===== src/rtl/nibble_serial_adder_ctrl.sv =====
// Sequences a combinational 4-bit carry adder over NIBBLES nibbles, LSB nibble first.
// Optional signed-overflow output is enabled by defining SIGNED_OVF_EN.
module nibble_serial_adder_ctrl #(
    parameter int unsigned NIBBLES = 4
) (
    input  logic                 clk,
    input  logic                 rst,
    input  logic                 start,
    input  logic [4*NIBBLES-1:0] op_a,
    input  logic [4*NIBBLES-1:0] op_b,
    input  logic                 cin,
    output logic [3:0]           add_a,
    output logic [3:0]           add_b,
    output logic                 add_c,
    input  logic [3:0]           add_s,
    input  logic                 add_d,
    output logic                 busy,
    output logic                 done,
    output logic [4*NIBBLES-1:0] sum,
    output logic                 cout
`ifdef SIGNED_OVF_EN
    ,
    output logic                 ovf
`endif
);

    localparam int unsigned W     = 4 * NIBBLES;
    localparam int unsigned IDX_W = (NIBBLES > 1) ? $clog2(NIBBLES) : 1;
    localparam logic [IDX_W-1:0] LAST_IDX = IDX_W'(NIBBLES - 1);

    typedef enum logic [1:0] {
        IDLE = 2'd0,
        RUN  = 2'd1,
        DONE = 2'd2
    } state_t;

    state_t           state;
    logic [W-1:0]     op_a_reg;
    logic [W-1:0]     op_b_reg;
    logic             carry_reg;
    logic [IDX_W-1:0] idx;

    // Adder operands are only presented during RUN so the adder sees zeros otherwise.
    always_comb begin
        add_a = '0;
        add_b = '0;
        add_c = 1'b0;
        if (state == RUN) begin
            add_a = op_a_reg[4*idx +: 4];
            add_b = op_b_reg[4*idx +: 4];
            add_c = carry_reg;
        end
    end

    always_ff @(posedge clk or posedge rst) begin
        if (rst) begin
            state     <= IDLE;
            op_a_reg  <= '0;
            op_b_reg  <= '0;
            carry_reg <= 1'b0;
            idx       <= '0;
            busy      <= 1'b0;
            done      <= 1'b0;
            sum       <= '0;
            cout      <= 1'b0;
`ifdef SIGNED_OVF_EN
            ovf       <= 1'b0;
`endif
        end else begin
            case (state)
                IDLE: begin
                    done <= 1'b0;
                    if (start) begin
                        op_a_reg  <= op_a;
                        op_b_reg  <= op_b;
                        carry_reg <= cin;
                        idx       <= '0;
                        busy      <= 1'b1;
                        state     <= RUN;
                    end
                end
                RUN: begin
                    sum[4*idx +: 4] <= add_s;
                    carry_reg       <= add_d;
                    if (idx == LAST_IDX) begin
                        cout  <= add_d;
`ifdef SIGNED_OVF_EN
                        ovf   <= (op_a_reg[W-1] == op_b_reg[W-1]) &&
                                 (add_s[3] != op_a_reg[W-1]);
`endif
                        idx   <= '0;
                        busy  <= 1'b0;
                        done  <= 1'b1;
                        state <= DONE;
                    end else begin
                        idx <= idx + 1'b1;
                    end
                end
                DONE: begin
                    done  <= 1'b0;
                    state <= IDLE;
                end
                default: begin
                    busy  <= 1'b0;
                    done  <= 1'b0;
                    state <= IDLE;
                end
            endcase
        end
    end

endmodule

===== config.mk =====
export PLATFORM = sky130hd
export DESIGN_NAME = nibble_serial_adder_ctrl
export DESIGN_NICKNAME = d
export VERILOG_FILES = /design/src/rtl/nibble_serial_adder_ctrl.sv
export SDC_FILE = /design/constraint.sdc
export NUM_CORES = 1
export LEC_CHECK = 0
export ABC_CLOCK_PERIOD_IN_PS = 2750
export CORE_ASPECT_RATIO = 1.1
export CORE_MARGIN = 2
export CORE_UTILIZATION = 48
export CTS_CLUSTER_DIAMETER = 100
export DETAILED_ROUTE_END_ITERATION = 10
export PLACE_DENSITY_LB_ADDON = 0.12
export REMOVE_ABC_BUFFERS = 1
export SLEW_MARGIN = 20
export SYNTH_ARGS = -nofsm -noshare
export SYNTH_HDL_FRONTEND = slang
export SYNTH_SLANG_ARGS = --single-unit

===== constraint.sdc =====
create_clock -name clk -period 2.75 [get_ports clk]
set_clock_uncertainty 0.05 [all_clocks]
set_input_delay 0.275 -clock clk [delete_from_list [all_inputs] [get_ports clk]]
set_output_delay 0.275 -clock clk [all_outputs]
set_load 0.01 [all_outputs]

# Yosys cells after proc, flatten, opt, wreduce, memory -nomap -nowiden
# Index checks and enable logic that the tools add are counted.
[totals]
reg_bits = 56
in_bits = 41
out_inout_bits = 28
elab_cells = 45
[classes]
add_sub_neg = 2
eq_ne = 5
shift = 4
n_mux = 17
bitwise_logic = 1
reduce_logical = 7
[ops]
columns = ["operator", "n"]
rows = [
  ["$neg A4 Y34", 1],
  ["$shift A4 B34 Y16 const A", 1],
  ["$shiftx A4 B34 Y16", 1],
  ["$shiftx A16 B5 Y4", 2],
  ["$bwmux W16", 1],
  ["$mux W2", 4],
  ["$mux W4", 2],
  ["$pmux W2 S2", 2],
  ["$reduce_and A2 Y1", 4],
  ["$mux W1", 6],
  ["$eq A2 B2 Y1 const B", 2],
  ["$pmux W1 S3", 1],
  ["$reduce_and A3 Y1", 1],
  ["$add A2 B1 Y2 const B", 1],
  ["$eq A2 B1 Y1 const B", 1],
  ["$logic_not A2 Y1", 1],
  ["$ne A2 B1 Y1 const B", 1],
  ["$ne A2 B2 Y1 const B", 1],
  ["$pmux W1 S2", 1],
  ["$reduce_bool A2 Y1", 1],
  ["$not A1 Y1", 1],
]

# Longest topological paths before layout
[depth]
ltp_word = 3
mapped_depth = 6
ltp_nobuf = 5

# Worst setup path after synthesis
# No wires, ideal clock.
[synth_timing]
kind = "reg-to-reg"
start = "register idx[0]"
end = "register sum[4]"
setup_time_ns = 0.065
arrival_time_ns = 1.768
required_time_ns = 2.635
slack_ns = 0.867
stages_incl_launch_ff = 7
path_buffers = 1
period_less_slack_ns = 1.883
path_cell_list = "dfrtp_1 buf_2 inv_1 ha_1 nor4bb_1 and4b_1 a22o_1"
[synth_via]
elab_chain_cells = 3
elab_cells_between_ends = 4
cone_classes = "add/sub: 1; shift: 2; mux: 1"
[synth_lines]
columns = ["element", "line_no", "source"]
rows = [
  ["start, declared", "41", "logic [IDX_W-1:0] idx;"],
  ["start signal, assigned", "96", "idx <= idx + 1'b1;"],
  ["$neg A4 Y34 (*)", "83", "sum[4*idx +: 4] <= add_s;"],
  ["$shiftx A4 B34 Y16 or $shift A4 B34 Y16 (tied branches)", "83", ""],
  ["$bwmux W16 (*)", "83", ""],
  ["end signal, assigned by index", "83", ""],
  ["end, declared", "19", "output logic [4*NIBBLES-1:0] sum,"],
]
# Mark *: on every way between the ends. The rest lies on a longest branch, timed or not.
# A chain may end at the register's enable or synchronous reset.

# Final worst setup path
[layout_timing]
start = "register state[0]"
end = "output add_b[2]"
[layout_via]
elab_chain_cells = 2
[layout_lines]
columns = ["element", "line_no", "source"]
rows = [
  ["start, declared", "37", "state_t state;"],
  ["start signal, assigned", "57", "state <= IDLE;"],
  ["start signal, assigned", "79", "state <= RUN;"],
  ["start signal, assigned", "94", "state <= DONE;"],
  ["$eq A2 B1 Y1", "48", "if (state == RUN) begin"],
  ["$mux W4", "48", ""],
  ["end, declared", "13", "output logic [3:0] add_b,"],
]
# Every way passes these cells.

==> reports/metrics.cfg <==
[global_routing]
grt_max_degree = 35
grt_overflow = 0
use_met2 = 0.2955
busiest_layer = met2
met1_usage = 0.2298
grt_first_pass_wirelength_mm = 8.114
grt_antenna_before_repair = 0
first_global_vias = 1746
grt_use_met3 = 0.05303
grt_use_total = 0.1825

[final_layout]
final_util = 0.6664
fin_cells = 318
drive_gt1_frac = 0.1769
area_delta_synth_final_pct = 33.45
nets = 305
diodes = 0

[synthesis]
async_reset_ff_frac = 1.000
synth_top_family_by_area = multiplexers
syn_area_mm2 = 0.002514
synth_mux_area_frac = 0.2115
synthTopCellsByCount = dfrtp_1, mux2_2, mux2i_1
yosys.cell_count.top_type = dfrtp_1
synthAdderAreaFrac = 0.02489
yosysTopAreaCellShare = 0.5575
synth_edf_count = 0
synth-simple-area-share = 0.07218
synth_flop_cell = dfrtp_1
synth.distinct_cells = 30
synth.area.top_cells = dfrtp_1, mux2_2, mux2i_1
synth_xor_area_frac = 0
yosysWarningCount = 0
ys_seq_area_frac = 0.5575
synth-seq-cells = 56
yosysTopAreaCell = dfrtp_1
syn_inst = 186
syn_avg_cell_area_um2 = 13.51
synth-compound-area-share = 0.09706

[setup_path]
crit_slowest_cell = clkdlybuf4s50_1
worst-path-buf-inv = 1
rrSetupSlack_ns = 0.75
rr_worst_depth = 6
crit_type = flip-flop to output port
r2r-start = idx[0]
worstPathArrival_ns = 2.18
crit_required_ns = 2.42
cp_cell_sequence = nor2b_1, nand2_1, o22ai_1, clkdlybuf4s50_1
critPathTopFamily = buffers and inverters
startpoint_type = flip-flop
cpPeakStageDelay_ns = 0.57
critPathCaptureType = output port
r2r_end = sum[7]
path_max_fanout = 10

[cts]
cts_buffers = 5
cts_htree_levels = 2
post-cts-setup-buffers = 0
clockBufferDepth = 2
cts.repair.resized = 0
cts_tree = yes
clock_sinks = 56
clock_latency_ns = 0.30
ctsHoldBuffers = 0
clkTransAtPathRegs_ns = 0.09
root_buffer = clkbuf_8

[die]
coreArea_mm2 = 0.005034
fp-row-count = 27
start_util = 0.4994
io_pins = 69
fp.dieH_um = 79.90
die_w_um = 73.00
die-area_mm2 = 0.005832

[pwr]
vdd_ir_drop_max_mv = 0.5432
p_per_area_mw_per_mm2 = 1101
p_leak_nw = 1.460

[worst_hold_path]
hold_class = input pin to async pin

[routing]
wl_per_cell_um = 15.35
first_pass_iters = 4
drtIter0Drc = 89
drc = 0
ant_nets = 0
via_per_inst = 5.494
via_count = 1747
routed_wl_mm = 4.882

[sta]
rsz0062_at_grt = false
setup_tns_ns = 0
final_hold_viol_count = 0
worst_pin_slew_ns = 0.6174
slew_violations = 0
finalCritPeriodShare = 0.9102
setup_slack_ns = 0.2469
setup_viol = 0
relSlewSlack = 0.5878
max_freq_ghz = 0.3995
fin_crit_ns = 2.503

[placement]
dp.cells = 310
pre_cts_ws_ns = 0.4971
dp_hpwl_mm = 3.508
routabilityCongestion = 0.7878
port_buffers = 68

[status]
status = completed

[flow_run]
cap_violations = 0

## metrics by stage
stage	hold WS [ns]	power [mW]	instance area [um2]
2_1_floorplan	0.3575	2.457	2447
3_3_place_gp	0.4166	3.172	3246
3_5_place_dp	0.4250	3.199	3246
4_1_cts	0.3254	3.731	3353
5_1_grt	0.3460	3.962	3354
6_report	0.3086	3.693	3354
## cell families (layout without fill, tap and decap cells)
family                   Yosys count  in the layout
AND/OR/NAND/NOR                   30             30
buffers and inverters             15             89
flip-flops                        56             56
adder cells (fa/ha/maj)            5              5
AO/OA/AOI/OAI                     31             31
multiplexers                      49             49
## how the worst max path moves through the flow
stage	depth (start not counted)	slack, ns	end	startpoint
after floorplan	5	0.51	sum[4]	idx[0]
after detailed placement	4	0.50	add_b[2]	state[0]
after CTS	4	0.13	add_b[2]	state[0]
after global placement	4	0.52	add_a[1]	state[0]
final	4	0.25	add_b[2]	state[0]
after global routing	4	0.05	add_b[2]	state[0]
## power by group
part / switching [mW] / total (mW) / leakage [nW] / internal [mW]
Clock: 0.251 / 0.521 / 0.0552 / 0.271
Sequential: 0.223 / 1.43 / 0.692 / 1.20
Combinational: 0.755 / 1.75 / 0.713 / 0.992
Total: 1.23 / 3.69 / 1.46 / 2.46
## area by class of cell
class | count | area, um2
Clock inverter | 2 | 35.03
Inverter | 7 | 26.28
Tap cell | 58 | 72.57
Sequential cell | 56 | 1403
Clock buffer | 6 | 72.57
Timing Repair Buffer | 74 | 725.7
Fill cell | 387 | 1679
Multi-Input combinational cell | 115 | 1020
## per-layer routing
metal,part of all wire,wire (um),vias up
met1,0.43,2099,842
met5,0,0,-
met4,0.021,102,0
li1,-,-,832
met2,0.48,2354,64
met3,0.067,326,9
## cell usage in the layout, fill, tap and decap left out, types with 2 or more instances in the layout
| cell type | count |
|---|---|
| mux2_2 | 29 |
| o2bb2ai_1 | 4 |
| dfrtp_1 | 55 |
| nand2_1 | 9 |
| a22o_1 | 11 |
| o21bai_1 | 2 |
| mux2i_1 | 16 |
| nand3_1 | 5 |
| o22ai_1 | 10 |
| buf_4 | 6 |
| ha_1 | 5 |
| nand2b_1 | 2 |
| inv_1 | 6 |
| clkbuf_8 | 5 |
| clkdlybuf4s50_1 | 68 |
| mux2_1 | 4 |
| nor2_1 | 5 |
No activity file was read; power rests on OpenSTA's default activity.
